==> src/rtl/drv_ps2_scan.sv <==
// ---------------------------------------------------------------------------
// drv_ps2_scan
//
// Decodes PS/2 scan-code set 2 byte sequences (E0 extended and F0 break
// prefixes) from the PS/2 byte receiver into key events. Each event is
// {ext, brk, code}. Events are queued in a small show-ahead FIFO that the
// keyboard consumer drains with a valid/ready handshake.
//
// Optional build macro: DRV_PS2_SCAN_PAUSE_EN
//   When defined, the 8-byte Pause sequence (E1 plus 7 bytes) is collapsed
//   into one event {ext=1, brk=0, code=E1}. When undefined, E1 is an
//   ordinary code byte.
//
// Parameters
//   p_depth    event FIFO depth in entries (power of two, >= 2)
//   p_timeout  idle cycles after a prefix byte before the prefix is dropped
//
// Ports
//   i_clk   system clock
//   i_rst   asynchronous active-high reset
//   i_dat   received byte from the PS/2 receiver
//   i_vld   one-cycle strobe: i_dat holds a new byte
//   i_err   receiver frame error, sampled with i_vld
//   o_code  key code of the head event
//   o_ext   head event is extended (E0-prefixed)
//   o_brk   head event is a break (key release)
//   o_vld   FIFO non-empty; head event presented
//   i_rdy   consumer accepts the head event when o_vld & i_rdy
//   o_ovf   one-cycle pulse: event dropped because the FIFO was full
//   o_ovr   one-cycle pulse: keyboard sent overrun byte 00 or FF
// ---------------------------------------------------------------------------
module drv_ps2_scan #(
    parameter int          p_depth   = 4,
    parameter logic [15:0] p_timeout = 16'd50000
) (
    input  logic       i_clk,
    input  logic       i_rst,
    input  logic [7:0] i_dat,
    input  logic       i_vld,
    input  logic       i_err,
    output logic [7:0] o_code,
    output logic       o_ext,
    output logic       o_brk,
    output logic       o_vld,
    input  logic       i_rdy,
    output logic       o_ovf,
    output logic       o_ovr
);

    localparam int c_aw = $clog2(p_depth);

`ifdef DRV_PS2_SCAN_PAUSE_EN
    typedef enum logic [2:0] {S_IDLE, S_E0, S_F0, S_E0F0, S_PAUSE} state_t;
`else
    typedef enum logic [2:0] {S_IDLE, S_E0, S_F0, S_E0F0} state_t;
`endif

    state_t      state, state_nxt;
    logic [15:0] cnt, cnt_nxt;
    logic        push;
    logic [9:0]  push_word;
    logic        ovr_nxt;
    logic        timeout;

`ifdef DRV_PS2_SCAN_PAUSE_EN
    logic [2:0]  pause_cnt, pause_cnt_nxt;
`endif

    // Prefix is abandoned only while idle on the bus; a byte arriving on the
    // expiry cycle is still decoded in the prefix state.
    assign timeout = (state != S_IDLE) && (cnt == p_timeout - 16'd1);

    // NOTE: every output of this block gets a default before any branch, so
    // no path leaves a signal unassigned and no latch is inferred.
    always_comb begin
        state_nxt = state;
        push      = 1'b0;
        push_word = {2'b00, i_dat};
        ovr_nxt   = 1'b0;
`ifdef DRV_PS2_SCAN_PAUSE_EN
        pause_cnt_nxt = pause_cnt;
`endif
        if (i_vld && i_err) begin
            state_nxt = S_IDLE;
        end else if (i_vld) begin
            case (state)
                S_IDLE: begin
                    case (i_dat)
                        8'hE0: state_nxt = S_E0;
                        8'hF0: state_nxt = S_F0;
                        8'h00, 8'hFF: ovr_nxt = 1'b1;
                        // Keyboard status/ack bytes carry no key event.
                        8'hAA, 8'hFA, 8'hEE, 8'hFE, 8'hFC, 8'hFD: ;
`ifdef DRV_PS2_SCAN_PAUSE_EN
                        8'hE1: begin
                            state_nxt     = S_PAUSE;
                            pause_cnt_nxt = 3'd0;
                        end
`endif
                        default: push = 1'b1;
                    endcase
                end
                S_E0: begin
                    if (i_dat == 8'hF0) begin
                        state_nxt = S_E0F0;
                    end else if (i_dat != 8'hE0) begin
                        push      = 1'b1;
                        push_word = {2'b10, i_dat};
                        state_nxt = S_IDLE;
                    end
                end
                S_F0: begin
                    state_nxt = S_IDLE;
                    if (i_dat != 8'hE0 && i_dat != 8'hF0) begin
                        push      = 1'b1;
                        push_word = {2'b01, i_dat};
                    end
                end
                S_E0F0: begin
                    state_nxt = S_IDLE;
                    if (i_dat != 8'hE0 && i_dat != 8'hF0) begin
                        push      = 1'b1;
                        push_word = {2'b11, i_dat};
                    end
                end
`ifdef DRV_PS2_SCAN_PAUSE_EN
                S_PAUSE: begin
                    // Byte values are ignored; only the count matters.
                    if (pause_cnt == 3'd6) begin
                        push      = 1'b1;
                        push_word = {2'b10, 8'hE1};
                        state_nxt = S_IDLE;
                    end else begin
                        pause_cnt_nxt = pause_cnt + 3'd1;
                    end
                end
`endif
                default: state_nxt = S_IDLE;
            endcase
        end else if (timeout) begin
            state_nxt = S_IDLE;
        end

        if (i_vld || state == S_IDLE || timeout) cnt_nxt = 16'd0;
        else                                     cnt_nxt = cnt + 16'd1;
    end

    // NOTE: state registers use non-blocking assignments so every flop
    // samples the pre-edge values regardless of statement order.
    always_ff @(posedge i_clk or posedge i_rst) begin
        if (i_rst) begin
            state <= S_IDLE;
            cnt   <= 16'd0;
            o_ovr <= 1'b0;
        end else begin
            state <= state_nxt;
            cnt   <= cnt_nxt;
            o_ovr <= ovr_nxt;
        end
    end

`ifdef DRV_PS2_SCAN_PAUSE_EN
    always_ff @(posedge i_clk or posedge i_rst) begin
        if (i_rst) pause_cnt <= 3'd0;
        else       pause_cnt <= pause_cnt_nxt;
    end
`endif

    // ---------------------------------------------------------------- FIFO
    logic [9:0]    mem [p_depth];
    logic [c_aw:0] wr_ptr, rd_ptr;
    logic          empty, full, pop, wr_en;
    logic [9:0]    head;

    assign empty = (wr_ptr == rd_ptr);
    assign full  = (wr_ptr[c_aw] != rd_ptr[c_aw]) &&
                   (wr_ptr[c_aw-1:0] == rd_ptr[c_aw-1:0]);
    assign pop   = !empty && i_rdy;
    // A pop in the same cycle frees the slot, so a full FIFO still accepts.
    assign wr_en = push && (!full || pop);

    always_ff @(posedge i_clk or posedge i_rst) begin
        if (i_rst) begin
            wr_ptr <= '0;
            rd_ptr <= '0;
            o_ovf  <= 1'b0;
        end else begin
            if (wr_en) wr_ptr <= wr_ptr + 1'b1;
            if (pop)   rd_ptr <= rd_ptr + 1'b1;
            o_ovf <= push && full && !pop;
        end
    end

    // NOTE: storage has no reset; only the pointers define what is valid,
    // which keeps the array mappable to plain registers or RAM.
    always_ff @(posedge i_clk) begin
        if (wr_en) mem[wr_ptr[c_aw-1:0]] <= push_word;
    end

    // Head fields are forced to zero while empty so reset shows all-zero
    // outputs and the bus stays stable when nothing is presented.
    assign head   = mem[rd_ptr[c_aw-1:0]];
    assign o_vld  = !empty;
    assign o_code = empty ? 8'h00 : head[7:0];
    assign o_brk  = empty ? 1'b0  : head[8];
    assign o_ext  = empty ? 1'b0  : head[9];

endmodule

==> config.mk <==
export PLATFORM = sky130hd
export DESIGN_NAME = drv_ps2_scan
export DESIGN_NICKNAME = d
export VERILOG_FILES = /design/src/rtl/drv_ps2_scan.sv
export SDC_FILE = /design/constraint.sdc
export NUM_CORES = 1
export LEC_CHECK = 0
export CAP_MARGIN = 20
export CORE_MARGIN = 4
export CORE_UTILIZATION = 25
export DETAILED_ROUTE_END_ITERATION = 10
export PLACE_DENSITY = 0.46
export SLEW_MARGIN = 20
export SYNTH_ARGS = -nofsm -noshare
export SYNTH_HDL_FRONTEND = slang
export SYNTH_SLANG_ARGS = --single-unit
==> constraint.sdc <==
create_clock -name i_clk -period 3.54 [get_ports i_clk]
set_input_delay 0.531 -clock i_clk [delete_from_list [all_inputs] [get_ports i_clk]]
set_output_delay 0.531 -clock i_clk [all_outputs]
set_load 0.03 [all_outputs]
==> run_results.csv <==
group,metric,value,unit
pwr,seqPwrFrac,0.346,
global_routing,grt_util_all_layers,0.0946,
sta,fmax,331,MHz
final_layout,fillers,1184,
cts,clkTransAtPathRegs,60,ps
final_layout,fin_nets,265,
final_layout,n_antenna_cell,0,
floorplanning,die_x,117,um
route,drcViolationCount,0,
place,io_buffers,25,
floorplanning,core_area,0.0115,mm^2
pwr,p_int,2.00,mW
floorplanning,num_rows,39,
cts,postCtsSetupRepairBufs,0,
logic_synthesis,syn_nets,232,
final_layout,area_delta_synth_final,25.3,%
logic_synthesis,synth_edf_count,40,
pwr,powerDensity,787,mW/mm^2
worst_setup_path,worstSetupEndpointType,"primary output",
pwr,peakVddDrop,0.000265,V
worst_setup_path,critPathMaxFanout,8,
worst_setup_path,critPathLaunchType,"register",
logic_synthesis,avgSynthCellArea,13.9,um^2
logic_synthesis,ys_ff_latch,66,
sta,tns,0,ps
floorplanning,die_area,0.0136,mm^2
pwr,p_sw_frac,0.316,
sta,finalCritPeriodShare,0.853,
route,routed_via_density,4.37,
place,gp_congestion,0.725,
logic_synthesis,synthDistinctLibCells,38,
sta,rsz0062_at_grt,"false",
pwr,p_leak,1.32,nW
outcome,status,"completed",
cts,cts_root_buf,"clkbuf_16",
worst_setup_path,worstSetupPathType,"register to primary output",
global_routing,antenna_found_initial,0,
logic_synthesis,ys_seq_area_frac,0.626,
hold_path,hold_class,"register to register",
logic_synthesis,synthFlopType,"edfxtp_1",
floorplanning,die_height,117,um
logic_synthesis,synth_cells,213,
route,wl_per_cell,14.5,um
sta,worst_pin_slew,582,ps
route,dr.pass1.iters,4,
floorplanning,start_util,0.257,
logic_synthesis,synthArstFlopShare,0.394,
global_routing,grt_pass1_vias,1832,
pwr,p_clk_frac,0.321,
worst_setup_path,required,3010,ps
sta,slew_headroom,0.612,
route,drt_iter0_drc,59,
final_layout,drive_gt1_frac,0.143,
cts,htreeDepth,3,
floorplanning,ios,26,
logic_synthesis,synth_warnings,0,
global_routing,grt_pass1_wl,9630,um
sta,fin_crit,3020,ps
sta,setup_viol,0,
cts,clock-sinks,66,
sta,slew_viol_final,0,
route,drt-total-wl,5710,um
logic_synthesis,synth_area,0.00296,mm^2
route,vias,1723,
global_routing,grt_max_degree,27,
cts,cts_max_path_buffers,2,
place,hpwlAfterDp,3950,um
pwr,power.switching,0.921,mW
sta,final_hold_viol_count,0,
cts,clock_latency,320,ps
job,cap_violations,0,
cts,cts-buffers-inserted,9,
global_routing,gr-total-overflow,0,
cts,cts_tree,"done",
route,ant_nets,0,
final_layout,utilization,0.322,
pwr,pwr-share-comb,0.333,
cts,cts-resized-gates,0,
sta,fin_skew,8.36,ps
cts,holdBufCountCts,0,
worst_setup_path,critPathArrivalTime,2490,ps
## flip-flops by register name, indices dropped and copies added, names as in the netlist
signal,flops
mem,40
cnt,16
rd_ptr,3
wr_ptr,3
state,2
o_ovf,1
o_ovr,1
## layer usage
layer | track usage | routed length (um) | up-vias
li1 | - | - | 849
met4 | 0.0359 | 51 | 0
met2 | 0.147 | 2780 | 28
met5 | 0 | 0 | -
met3 | 0.0337 | 249 | 4
met1 | 0.122 | 2630 | 842
## kinds of logic (layout without fill, tap and decap cells)
group	count (synthesis)	in the layout	synth area share
AND/OR/NAND/NOR	89	89	0.168
flip-flops	66	66	0.626
XOR/XNOR	21	21	0.0622
multiplexers	11	11	0.0800
buffers and inverters	11	49	0.0152
AO/OA/AOI/OAI	9	9	0.0229
adder cells (fa/ha/maj)	6	6	0.0254
## final timing paths
path | start | to | slack (ps) | cells after the start
setup / recovery | rd_ptr[0] | o_code[1] | 520 | 4
hold / removal | cnt[0] | cnt[0] | 480 | 1
setup reg to reg | rd_ptr[1] | mem[1][7] | 1520 | 3
hold reg to reg | cnt[0] | cnt[0] | 480 | 1
max in group asynchronous | i_rst | cnt[8] | 2630 | 3
min in group asynchronous | i_rst | o_ovf | 490 | 2
## final cells by class
type | count | area, um^2 | share of cell area
clock buffers | 10 | 229 | 0.0618
clock inverters | 6 | 88.8 | 0.0240
inverters | 6 | 22.5 | 0.00608
multi-input cells | 136 | 1060 | 0.286
flip-flops and latches | 66 | 1850 | 0.500
well taps | 143 | 179 | 0.0483
repair buffers | 27 | 273 | 0.0736
## power by group through the flow
| stage | clock network, mW | registers [mW] | logic (mW) |
|---|---|---|---|
| 2_1_floorplan | 0 | 0.975 | 0.674 |
| 3_3_place_gp | 0 | 1.03 | 0.981 |
| 3_5_place_dp | 0 | 1.03 | 0.989 |
| 4_1_cts | 0.967 | 1.01 | 0.991 |
| 5_1_grt | 1.00 | 1.03 | 1.05 |
| 6_report | 0.938 | 1.01 | 0.971 |
## worst max-delay path: stages, from the launching register on
cell             delay, ps
dfrtp_1                620
buf_4                  270
mux4_2                 510
and2_1                 170
clkdlybuf4s50_1        590
## metrics by stage
step / worst slack (ps) / total power [mW] / cells / instance area (um^2) / hold slack [ps]
after floorplan: 1310 / 1.65 / 213 / 2960 / 455
after global placement: 542 / 2.01 / 377 / 3370 / 479
after detailed placement: 527 / 2.02 / 377 / 3370 / 477
after CTS: 438 / 2.97 / 393 / 3690 / 484
after global routing: 287 / 3.08 / 394 / 3700 / 518
final: 522 / 2.92 / 394 / 3700 / 479
## cell usage in the layout, fill, tap and decap left out, drive strengths merged
| cell | count |
|---|---|
| or2b | 1 |
| clkdlybuf4s50 | 25 |
| clkinv | 2 |
| buf | 2 |
| nor2b | 1 |
| nor3 | 3 |
| nor3b | 1 |
| nor4 | 2 |
| inv | 6 |
| xor2 | 7 |
| nand4b | 1 |
| and2 | 11 |
| and3 | 7 |
| o21ai | 1 |
| clkbuf | 10 |
| a21o | 1 |
| o2111ai | 1 |
| nand2 | 7 |
| ha | 6 |
| or4 | 3 |
| nor4b | 1 |
| nand3 | 11 |
| bufinv | 2 |
| dfrtp | 26 |
| mux2 | 1 |
| a21oi | 3 |
| mux4 | 10 |
| edfxtp | 40 |
| nor2 | 30 |
| o22a | 1 |
| o22ai | 1 |
| or3 | 2 |
| and4 | 1 |
| clkinvlp | 2 |
| or2 | 1 |
| nand4 | 6 |
| a31o | 1 |
| xnor2 | 14 |
## Yosys cell counts, drive strengths merged (2+ instances only)
| cell type | count | area (um^2) |
|---|---|---|
| ha | 6 | 75.1 |
| and2 | 11 | 71.3 |
| nand3 | 11 | 55.1 |
| nor4 | 2 | 12.5 |
| or3 | 2 | 12.5 |
| inv | 6 | 22.5 |
| clkbuf | 2 | 7.51 |
| edfxtp | 40 | 1200 |
| xnor2 | 14 | 123 |
| mux4 | 10 | 225 |
| buf | 3 | 15.0 |
| nor3 | 3 | 15.0 |
| nor2 | 30 | 120 |
| or4 | 3 | 26.3 |
| nand2 | 7 | 26.3 |
| dfrtp | 26 | 651 |
| a21oi | 3 | 15.0 |
| nand4 | 6 | 37.5 |
| xor2 | 7 | 61.3 |
| and3 | 7 | 48.8 |
Note: power is estimated with default switching activity, not from simulation.
